===== src/rtl/pc_sequencer.sv =====
// rtl/pc_sequencer.sv - program-counter sequencer with branch, jump and call/return stack
//
// Optional feature macro: PC_SEQ_HALT_EN
//   When defined, adds halt_req/halted and a sticky halt that freezes pc and the
//   return-address stack until reset. When undefined, the sequencer never freezes
//   itself.
//
// Return-address stack: r_ptr names the next slot to write and the top of stack
// is r_ptr-1. Both wrap mod RAS_DEPTH, so a push on a full stack overwrites the
// oldest entry. r_count saturates at RAS_DEPTH.

module pc_sequencer #(
    parameter int PC_W      = 32,
    parameter int IMM_W     = 8,
    parameter int RAS_DEPTH = 4
) (
    input  logic             clk,
    input  logic             reset,
    input  logic             stall,
    input  logic             branch_en,
    input  logic             branch_ne,
    input  logic             zero,
    input  logic [IMM_W-1:0] imm,
    input  logic             jump_en,
    input  logic             call_en,
    input  logic             ret_en,
    input  logic [PC_W-1:0]  target,
`ifdef PC_SEQ_HALT_EN
    input  logic             halt_req,
    output logic             halted,
`endif
    output logic [PC_W-1:0]  pc,
    output logic             ras_empty,
    output logic             ras_full,
    output logic             ras_err
);

    localparam int PTR_W = (RAS_DEPTH > 1) ? $clog2(RAS_DEPTH) : 1;
    localparam int CNT_W = PTR_W + 1;

    logic [PC_W-1:0]  r_pc;
    logic [PTR_W-1:0] r_ptr;
    logic [CNT_W-1:0] r_count;
    logic             r_err;
    logic [PC_W-1:0]  r_ras [RAS_DEPTH];

    logic [PC_W-1:0]  w_pc_inc;
    logic [PC_W-1:0]  w_imm_ext;
    logic [PC_W-1:0]  w_branch_pc;
    logic [PTR_W-1:0] w_top_ptr;
    logic             w_taken;
    logic             w_hold;
    logic             w_empty;
    logic             w_full;
    logic             w_do_ret;
    logic             w_do_push;

    // Arithmetic is plain modulo-2**PC_W wrap; branch offset is relative to pc+1.
    assign w_pc_inc    = r_pc + PC_W'(1);
    assign w_imm_ext   = {{(PC_W-IMM_W){imm[IMM_W-1]}}, imm};
    assign w_branch_pc = w_pc_inc + w_imm_ext;
    assign w_top_ptr   = r_ptr - PTR_W'(1);
    assign w_taken     = branch_en & (zero ^ branch_ne);

    assign w_empty = (r_count == '0);
    assign w_full  = (r_count == CNT_W'(RAS_DEPTH));

`ifdef PC_SEQ_HALT_EN
    logic r_halted;

    // Sticky halt: set by an unstalled halt_req, cleared only by reset.
    always_ff @(posedge clk or posedge reset) begin
        if (reset) begin
            r_halted <= 1'b0;
        end else if (!stall && halt_req) begin
            r_halted <= 1'b1;
        end
    end

    assign halted = r_halted;
    // A halt request takes the edge itself, so pc does not advance on it.
    assign w_hold = stall | r_halted | halt_req;
`else
    assign w_hold = stall;
`endif

    // A return always beats a call in the same cycle; the call is simply dropped.
    assign w_do_ret  = !w_hold && ret_en;
    assign w_do_push = !w_hold && !ret_en && call_en;

    // PC, stack pointer, count and sticky error, in priority order.
    always_ff @(posedge clk or posedge reset) begin
        if (reset) begin
            r_pc    <= '0;
            r_ptr   <= '0;
            r_count <= '0;
            r_err   <= 1'b0;
        end else if (!w_hold) begin
            if (ret_en) begin
                if (!w_empty) begin
                    r_pc    <= r_ras[w_top_ptr];
                    r_ptr   <= w_top_ptr;
                    r_count <= r_count - CNT_W'(1);
                end else begin
                    r_pc  <= w_pc_inc;
                    r_err <= 1'b1;
                end
            end else if (call_en) begin
                r_pc  <= target;
                r_ptr <= r_ptr + PTR_W'(1);
                if (!w_full) begin
                    r_count <= r_count + CNT_W'(1);
                end
            end else if (jump_en) begin
                r_pc <= target;
            end else if (w_taken) begin
                r_pc <= w_branch_pc;
            end else begin
                r_pc <= w_pc_inc;
            end
        end
    end

    // Stack storage needs no reset; only slots below the count are ever read.
    always_ff @(posedge clk) begin
        if (w_do_push) begin
            r_ras[r_ptr] <= w_pc_inc;
        end
    end

    assign pc        = r_pc;
    assign ras_empty = w_empty;
    assign ras_full  = w_full;
    assign ras_err   = r_err;

    // w_do_ret is kept for readability of the push qualifier; tie it off here.
    logic w_unused;
    assign w_unused = w_do_ret;

endmodule


===== config.mk =====
export PLATFORM = sky130hd
export DESIGN_NAME = pc_sequencer
export DESIGN_NICKNAME = d
export VERILOG_FILES = /design/src/rtl/pc_sequencer.sv
export SDC_FILE = /design/constraint.sdc
export NUM_CORES = 1
export LEC_CHECK = 0
export ABC_CLOCK_PERIOD_IN_PS = 4900
export CORE_MARGIN = 2
export CORE_UTILIZATION = 50
export DETAILED_ROUTE_END_ITERATION = 16
export PLACE_DENSITY_LB_ADDON = 0.25
export SETUP_SLACK_MARGIN = 0.05
export SLEW_MARGIN = 10
export SYNTH_ARGS = -nofsm -noshare
export SYNTH_HDL_FRONTEND = slang
export SYNTH_SLANG_ARGS = --single-unit

===== constraint.sdc =====
create_clock -name clk -period 4.9 [get_ports clk]
set_input_delay 0.98 -clock clk [delete_from_list [all_inputs] [get_ports clk]]
set_output_delay 0.98 -clock clk [all_outputs]
set_load 0.03 [all_outputs]

# Word-level counts from Yosys, hierarchy flattened
# Memories as Yosys holds them, arrays and structs flattened.
# Index checks and enable logic that the tools add are counted.
dict set report word_totals {
  reg_bits 38
  memories 1
  wordCells 40
  inputBits 49
  ram_bits 128
  output_inout_bits 35
}
dict set report op_classes {
  n_reduce_logical 9
  muxes 14
  n_bitwise 3
  n_addsub 6
  n_eq_ne 3
}
# name depth word_bits read_ports rd_ports_with_merged_regs write_ports line
set memory_table {}
lappend memory_table {r_ras 4 32 1 0 1 45} ;# logic [PC_W-1:0] r_ras [RAS_DEPTH];
# cell count
set op_table {}
lappend op_table {{32-bit 2-to-1 mux} 5}
lappend op_table {{32-bit by 1-bit adder with 32-bit output (second input constant)} 1}
lappend op_table {{32-bit adder} 1}
lappend op_table {{3-bit 2-to-1 mux} 4}
lappend op_table {{2-bit 2-to-1 mux} 3}
lappend op_table {{3-bit AND reduction} 2}
lappend op_table {{2-bit != test (second input constant)} 2}
lappend op_table {{4-bit AND reduction} 1}
lappend op_table {{3-bit by 1-bit adder with 3-bit output (second input constant)} 1}
lappend op_table {{3-bit == test (second input constant)} 1}
lappend op_table {{3-bit logical NOT} 1}
lappend op_table {{3-bit by 1-bit subtractor with 3-bit output (second input constant)} 1}
lappend op_table {{2-bit by 1-bit adder with 2-bit output (second input constant)} 1}
lappend op_table {{1-bit logical AND} 2}
lappend op_table {{1-bit logical NOT} 2}
lappend op_table {{1-bit 2-to-1 mux} 2}
lappend op_table {{2-bit nonzero test} 1}
lappend op_table {{2-bit by 1-bit subtractor with 2-bit output (second input constant)} 1}
lappend op_table {{1-bit AND} 1}
lappend op_table {{1-bit NOT} 1}
lappend op_table {{1-bit XOR} 1}

# Depth between registers and ports, before layout
# Gate-level depths: netlist (run 1).
dict set report depth {
  depth_word 6
  ltp_mapped 18
  ltp_nobuf 16
}

# Least setup slack after synthesis (run 1)
# Ideal clock, no wire load.
dict set report synth_timing {
  path_type {reg-to-reg}
  from {reg r_pc[3], in the netlist pc[3]}
  to {reg r_pc[30], in the netlist pc[30]}
  path_stages_with_launch 16
  required_time_ns 4.766
  path_slack_ns 0.975
  t_arrival_ns 3.791
  n_path_buf 2
  synth_period_minus_slack_ns 3.925
  setup_ns 0.134
  path_cell_list {dfrtp_1 nand4_1 or2_1 clkbuf_1 nor3_2 and3_1 xor2_1 ha_1 clkbuf_1 nand2_1 or3_1 o221ai_1 a211oi_1 or3_1 a21oi_1 o21ai_1}
}
dict set report synth_via {
  elab_chain_cells 6
  word_cells_on_any_way 7
  classes_between {2 x add/sub; 5 x mux}
}
# element line
set synth_lines {}
lappend synth_lines {{start, declared} 41} ;# logic [PC_W-1:0] r_pc;
lappend synth_lines {{start signal, assigned} 101} ;# r_pc <= r_ras[w_top_ptr];
lappend synth_lines {{start signal, assigned} 105} ;# r_pc <= w_pc_inc;
lappend synth_lines {{start signal, assigned} 109} ;# r_pc <= target;
lappend synth_lines {{32-bit by 1-bit adder with 32-bit output} 59} ;# assign w_pc_inc = r_pc + PC_W'(1);
lappend synth_lines {{net w_pc_inc[17]} 47} ;# logic [PC_W-1:0] w_pc_inc;
lappend synth_lines {{32-bit adder} 61} ;# assign w_branch_pc = w_pc_inc + w_imm_ext;
lappend synth_lines {{32-bit 2-to-1 mux} 116} ;# end else if (w_taken) begin
lappend synth_lines {{32-bit 2-to-1 mux} 114} ;# end else if (jump_en) begin
lappend synth_lines {{32-bit 2-to-1 mux} 108} ;# end else if (call_en) begin
lappend synth_lines {{32-bit 2-to-1 mux} 99} ;# if (ret_en) begin
# The timed path passes the listed nets, and every way through them passes these cells.
# A chain may end at the register's enable or synchronous reset.

# Worst setup path after layout (run 1)
dict set report layout_timing {
  from {reg r_pc[10], in the netlist pc[10]}
  to {reg r_pc[29], in the netlist pc[29]}
}
# The elaborated chain is that of the path after synthesis.

==> results of run 1 <==
-- layout make-up --
cell class	count	area (µm²)	share of cell area
multi-input cells	643	4800	0.410
flip-flops and latches	166	4800	0.410
repair buffers	115	1070	0.0911
clock buffers	17	425	0.0364
well taps	265	332	0.0283
clock inverters	14	188	0.0160
inverters	26	97.6	0.00834
-- synth_stat cells (3+ instances only) --
library cell	number	area [µm²]
nor2b_1	6	37.5
clkbuf_8	7	96.3
and2_1	4	25.0
or2_2	4	25.0
nand3_1	27	135
a31oi_1	6	37.5
o31ai_1	3	22.5
clkbuf_1	31	116
o22ai_1	3	18.8
xnor2_1	41	359
o221ai_1	5	43.8
a222oi_1	12	120
buf_2	5	25.0
or3_1	3	18.8
o21ai_0	68	340
o21bai_1	4	30.0
a22oi_1	10	75.1
inv_1	26	97.6
nor3_1	17	85.1
xor2_1	15	131
a21o_1	17	128
edfxtp_1	128	3840
o211ai_1	12	90.1
dfrtp_1	38	951
o21a_1	4	30.0
a211oi_1	11	82.6
buf_1	4	15.0
a21oi_1	61	305
ha_1	43	538
nand2_1	87	327
mux2i_1	10	100
a221oi_1	4	35.0
a221o_1	3	30.0
mux4_2	32	721
o21ai_1	4	20.0
and3_1	13	81.3
nand2b_1	3	18.8
nand4_1	7	43.8
nor2_1	56	210
-- layer usage --
layer  routed length, µm  GRT usage
met3                2220     0.0618
met5                   0          0
met2               13700      0.441
met4                 588     0.0902
met1               12000      0.365
-- logic make-up (layout without fill, tap and decap cells) --
family | Yosys count | count (layout) | synth area share
compound gates | 248 | 248 | 0.163
xor+xnor | 58 | 58 | 0.0523
fa+ha+maj | 45 | 45 | 0.0578
buf+inv | 78 | 172 | 0.0426
flops | 166 | 166 | 0.479
mux | 43 | 43 | 0.0832
simple gates | 249 | 249 | 0.122
-- power by group through the flow --
| stage | Clock [µW] | Sequential [µW] | Combinational (µW) |
|---|---|---|---|
| finish | 1430 | 2120 | 3550 |
| detailed placement | 0 | 2140 | 3500 |
| global placement | 0 | 2130 | 3470 |
| floorplan | 0 | 2280 | 2380 |
| global route | 1500 | 2140 | 3850 |
| CTS | 1450 | 2110 | 3520 |
-- what timing repair did --
action | 4_1_cts | 5_1_grt
hold endpoints to repair | 0 | 0
gates resized for setup | 0 | 1
endpoints found under the setup margin | 0 | 2
setup buffers | 0 | 0
-- metrics by stage --
stage / hold WS, ns / cells / power, µW
finish: 0.465 / 1246 / 7100
global route: 0.511 / 1246 / 7500
CTS: 0.472 / 1246 / 7080
detailed placement: 0.455 / 1215 / 5640
global placement: 0.453 / 1215 / 5600
floorplan: 0.451 / 887 / 4660
-- worst max-delay path, cell delays in order, from the launching register on --
cell	delay (ns)
dfrtp_1	0.53
nand4_2	0.19
nor4_4	0.57
nand3_1	0.19
xnor2_1	0.58
ha_1	0.43
a21o_1	0.23
a21o_1	0.18
a21oi_1	0.18
nor2_1	0.07
a2111oi_0	0.39
nor2_1	0.10
a211oi_1	0.29
mux2i_1	0.26
a31oi_1	0.10
-- state kept, by name, summed over array words and instances, names as in the netlist --
name and count:
r_ptr 2, pc 32, ras_err 1, r_ras 128, r_count 3
-- worst max-delay path by stage --
stage,start,endpoint,cells after the start
floorplan,pc[3]$_DFFE_PP0N_,pc[30]$_DFFE_PP0N_,15
global placement,pc[0]$_DFFE_PP0N_,pc[31]$_DFFE_PP0N_,15
detailed placement,pc[0]$_DFFE_PP0N_,pc[31]$_DFFE_PP0N_,15
CTS,pc[0]$_DFFE_PP0N_,pc[31]$_DFFE_PP0N_,15
global route,pc[10]$_DFFE_PP0N_,pc[29]$_DFFE_PP0N_,14
finish,pc[10]$_DFFE_PP0N_,pc[29]$_DFFE_PP0N_,14
==> results.sh, run 1 <==
export IMPL_dp_hpwl_um=19900
export IMPL_final_hold_violation_count=0
export IMPL_layout_commonest_cell="edfxtp_1"
export IMPL_cp_data_required_time_ns=5.20
export IMPL_fin_ws_ns=0.448
export IMPL_num_rows=51
export IMPL_cp_start_kind="flop"
export IMPL_synth_cell_types=82
export IMPL_gr_total_overflow=0
export IMPL_worstMarginPinSlew_ns=1.01
export IMPL_fillCellCount=1666
export IMPL_worstHoldEndpoint="ras_err$_DFFE_PP0P_"
export IMPL_avgViaCountPerCell=6.14
export IMPL_first_global_vias=7585
export IMPL_yosysWarnings=0
export IMPL_hp_start="ras_err$_DFFE_PP0P_"
export IMPL_crit_fanout=9
export IMPL_final_max_slew_viol_count=0
export IMPL_setup_viol=0
export IMPL_cts_made_buffers=17
export IMPL_fmax_ghz=0.225
export IMPL_core_area_um2=19500
export IMPL_reg2reg_slack_ns=0.45
export IMPL_synth_main_ff_cell="edfxtp_1"
export IMPL_slew_headroom=0.328
export IMPL_p_seq_frac=0.299
export IMPL_status="completed"
export IMPL_p_comb_frac=0.500
export IMPL_hold_buffers=0
export IMPL_h_tree_depth=4
export IMPL_clock_latency_ns=0.43
export IMPL_drv_cap=0
export IMPL_fp_dieArea_um2=21200
export IMPL_io_buffers=83
export IMPL_vias=7656
export IMPL_diodes=0
export IMPL_syn_nets=981
export IMPL_area_delta_synth_final_pct=17.0
export IMPL_fin_crit_sh=0.909
export IMPL_drt_total_wl_um=28400
export IMPL_synth_ff_latch_count=166
export IMPL_die_x_um=145
export IMPL_clkSinkCount=166
export IMPL_p_int_uw=4160
export IMPL_syn_inst=887
export IMPL_crit_path_end_kind="flop"
export IMPL_arrival_ns=4.75
export IMPL_first_iter_violations=701
export IMPL_cts_root_buf="clkbuf_16"
export IMPL_die_height_um=145
export IMPL_crit_type="reg2reg"
export IMPL_synth_area_um2=10000
export IMPL_antenna_found_initial=0
export IMPL_p_leak_uw=0.00439
export IMPL_io_pins=84
export IMPL_gp_congestion=0.921
export IMPL_groute_usage_overall=0.272
export IMPL_power_share_switching=0.413
export IMPL_grt_max_degree=51
export IMPL_finalCriticalPeriod_ns=4.45
export IMPL_cts_tree="done"
export IMPL_power_share_clock=0.202
export IMPL_wire_per_inst_um=22.8
export IMPL_ys_seq_area_frac=0.479
export IMPL_num_nets_final=1063
export IMPL_hp_class="reg2reg"
export IMPL_postLayoutCoreUtil=0.599
export IMPL_rsz0062_at_grt="no"
export IMPL_cts_reportedPaths_clkPinSlew_ns=0.07
export IMPL_fin_skew_ns=0.0114
export IMPL_start_util=0.512
export IMPL_switchingPower_uw=2930
export IMPL_layout_common_cells="edfxtp_1 (128), nand2_1 (87), clkdlybuf4s50_1 (82)"
export IMPL_drive_gt1_frac=0.135
export IMPL_place_area_um2=11100
export IMPL_grt_pass1_wl_um=44200
export IMPL_ir_drop_v=0.000295
export IMPL_reg2reg_depth=14
export IMPL_pre_cts_ws_ns=0.415
export IMPL_finalInstanceArea_um2=11700
export IMPL_power_density_nw_per_um2=606
export IMPL_clock_path_buffers=2
export IMPL_r2r_end="pc[29]$_DFFE_PP0N_"
export IMPL_syn_area_per_cell_um2=11.3
export IMPL_drc=0
export IMPL_r2r_start="pc[10]$_DFFE_PP0N_"
export IMPL_antenna_left=0
export IMPL_hold_depth=1
export IMPL_firstDrtPassIters=5
export IMPL_async_flop_share=0.229
export IMPL_fin_setup_tns_ns=0
export IMPL_synth_edff_count=128
(Power assumes the default switching activity.)
==> inputs of run 2 (changes only) <==
==> constraint.sdc (replaced) <==
create_clock -name clk -period 4.9 [get_ports clk]
set_input_delay 0.735 -clock clk [delete_from_list [all_inputs] [get_ports clk]]
set_output_delay 0.735 -clock clk [all_outputs]
set_load 0.03 [all_outputs]
==> results.sh, run 2 (synthesis gave the netlist of run 1 again) <==
export IMPL_status="completed"
export IMPL_power_density_nw_per_um2=600
export IMPL_cp_start_kind="flop"
export IMPL_grt_use_met1=0.376
export IMPL_hold_buffers=0
export IMPL_slew_headroom=0.343
export IMPL_groute_usage_overall=0.271
export IMPL_fin_crit_sh=0.886
export IMPL_area_delta_synth_final_pct=15.4
export IMPL_num_nets_final=1049
export IMPL_fin_ws_ns=0.559
export IMPL_globalRouteMet2Util=0.438
export IMPL_grt_max_degree=51
export IMPL_grt_busiest_layer="met2"
export IMPL_crit_fanout=8
export IMPL_diodes=0
export IMPL_drv_cap=0
export IMPL_arrival_ns=4.66
export IMPL_die_x_um=145
export IMPL_core_area_um2=19500
export IMPL_rsz0062_at_grt="no"
export IMPL_cp_common_cell="or3_1"
export IMPL_fp_dieArea_um2=21200
export IMPL_placedCellCount=1201
export IMPL_num_rows=51
export IMPL_worst_path_buf_inv=0
export IMPL_crit_type="reg2reg"
export IMPL_fin_skew_ns=0.00712
export IMPL_post_cts_buffers=0
export IMPL_fillCellCount=1637
export IMPL_final_max_slew_viol_count=0
export IMPL_worstMarginPinSlew_ns=0.985
export IMPL_first_iter_violations=721
export IMPL_grt_pass1_wl_um=43700
export IMPL_io_pins=84
export IMPL_antenna_found_initial=0
export IMPL_layout_commonest_cell="edfxtp_1"
export IMPL_io_buffers=83
export IMPL_fmax_ghz=0.230
export IMPL_drive_gt1_frac=0.122
export IMPL_cts_tree="done"
export IMPL_largest_register="r_ras"
export IMPL_largest_reg_flops=128
export IMPL_pre_cts_ws_ns=0.667
export IMPL_start_util=0.512
export IMPL_cts_root_buf="clkbuf_16"
export IMPL_cts_made_buffers=17
export IMPL_use_met3=0.0464
export IMPL_setup_viol=0
export IMPL_ir_drop_v=0.000278
export IMPL_wire_per_inst_um=22.7
export IMPL_cp_data_required_time_ns=5.22
export IMPL_cts_resized=0
export IMPL_die_height_um=145
export IMPL_gr_total_overflow=0
export IMPL_hp_class="reg2reg"
export IMPL_drt_total_wl_um=28000
export IMPL_clock_path_buffers=2
export IMPL_antenna_left=0
export IMPL_critPathTopFamily="simple AND/OR/NAND/NOR gates"
export IMPL_h_tree_depth=4
export IMPL_holdWs_ns=0.471
export IMPL_power_uw=6930
export IMPL_instances_no_fill=1233
export IMPL_clock_latency_ns=0.44
export IMPL_crit_slowest_cell="or3_1"
export IMPL_first_global_vias=7541
export IMPL_avgViaCountPerCell=6.22
export IMPL_clkSinkCount=166
export IMPL_cp_cell_sequence="ha_1 -> nand3_1 -> or3_1 -> nor2_1 -> nand2_1 -> xnor2_1 -> ha_1 -> nand2_1 -> or3_1 -> o221ai_1 -> a211oi_1 -> or3_1 -> a21oi_1 -> o21ai_1"
export IMPL_crit_path_end_kind="flop"
export IMPL_final_hold_violation_count=0
export IMPL_critPathMaxStageDelay_ns=0.48
export IMPL_drc=0
export IMPL_layout_common_cells="edfxtp_1 (128), nand2_1 (87), clkdlybuf4s50_1 (82)"
export IMPL_gp_congestion=0.971
export IMPL_p_leak_uw=0.00429
export IMPL_dp_hpwl_um=19200
export IMPL_firstDrtPassIters=6
export IMPL_cts_reportedPaths_clkPinSlew_ns=0.07
export IMPL_vias=7666
export IMPL_finalCriticalPeriod_ns=4.34
export IMPL_fin_setup_tns_ns=0
[run 2: changes by cell type in the layout (fill, tap and decap cells not counted)]
| cell | previous run | this run |
|---|---|---|
| buf_4 | 32 | 18 |
| bufinv_16 | 3 | 1 |
| clkbuf_1 | 0 | 1 |
| clkbuf_8 | 0 | 1 |
| clkinv_1 | 1 | 0 |
| clkinv_2 | 0 | 3 |
| clkinvlp_4 | 1 | 3 |
| inv_6 | 4 | 3 |
| inv_8 | 3 | 1 |
| xor2_1 | 14 | 15 |
| xor2_2 | 2 | 1 |
[run 2: final timing paths]
path	slack, ns	startpoint	cells after the start	endpoint
min in group asynchronous	0.83	reset	2	pc[2]$_DFFE_PP0N_
max in group asynchronous	3.37	reset	2	r_ptr[0]$_DFFE_PP0P_
worst min register to register	0.47	ras_err$_DFFE_PP0P_	1	ras_err$_DFFE_PP0P_
worst min-delay path	0.47	ras_err$_DFFE_PP0P_	1	ras_err$_DFFE_PP0P_
worst max-delay path	0.56	pc[0]$_DFFE_PP0N_	14	pc[30]$_DFFE_PP0N_
worst max register to register	0.56	pc[0]$_DFFE_PP0N_	14	pc[30]$_DFFE_PP0N_
[run 2: cell type report]
type                       instances  area [µm²]  share of cell area
timing repair buffer             101         961              0.0833
tap                              265         332              0.0287
sequential                       166        4800               0.416
clock inverter                    13         123              0.0106
clock buffer                      19         443              0.0384
inverter                          26        97.6             0.00846
multi-input combinational        643        4790               0.415
[run 2: per-layer routing]
| layer | vias up | share of wire |
|---|---|---|
| met5 | - | 0 |
| met2 | 308 | 0.48 |
| met3 | 51 | 0.063 |
| met1 | 3797 | 0.44 |
| li1 | 3510 | - |
| met4 | 0 | 0.023 |
[run 2: worst register-to-register path: stages (launching register included)]
cell and delay, ns:
dfrtp_1 0.47, ha_1 0.23, nand3_1 0.17, or3_1 0.48, nor2_1 0.24, nand2_1 0.10, xnor2_1 0.47, ha_1 0.32
nand2_1 0.12, or3_1 0.41, o221ai_1 0.45, a211oi_1 0.17, or3_1 0.37, a21oi_1 0.13, o21ai_1 0.07
[run 2: power by group]
group	internal, µW	leakage (µW)	switching (µW)
registers	1870	0.00162	254
logic	1460	0.00240	2050
clock network	719	0.000272	586
total	4040	0.00429	2890
[run 2: stage by stage]
| step | util | cell area (µm²) |
|---|---|---|
| 2_1_floorplan | - | 10000 |
| 3_3_place_gp | 0.562 | 11000 |
| 3_5_place_dp | 0.562 | 11000 |
| 4_1_cts | 0.591 | 11500 |
| 5_1_grt | 0.591 | 11500 |
| 6_report | 0.591 | 11500 |
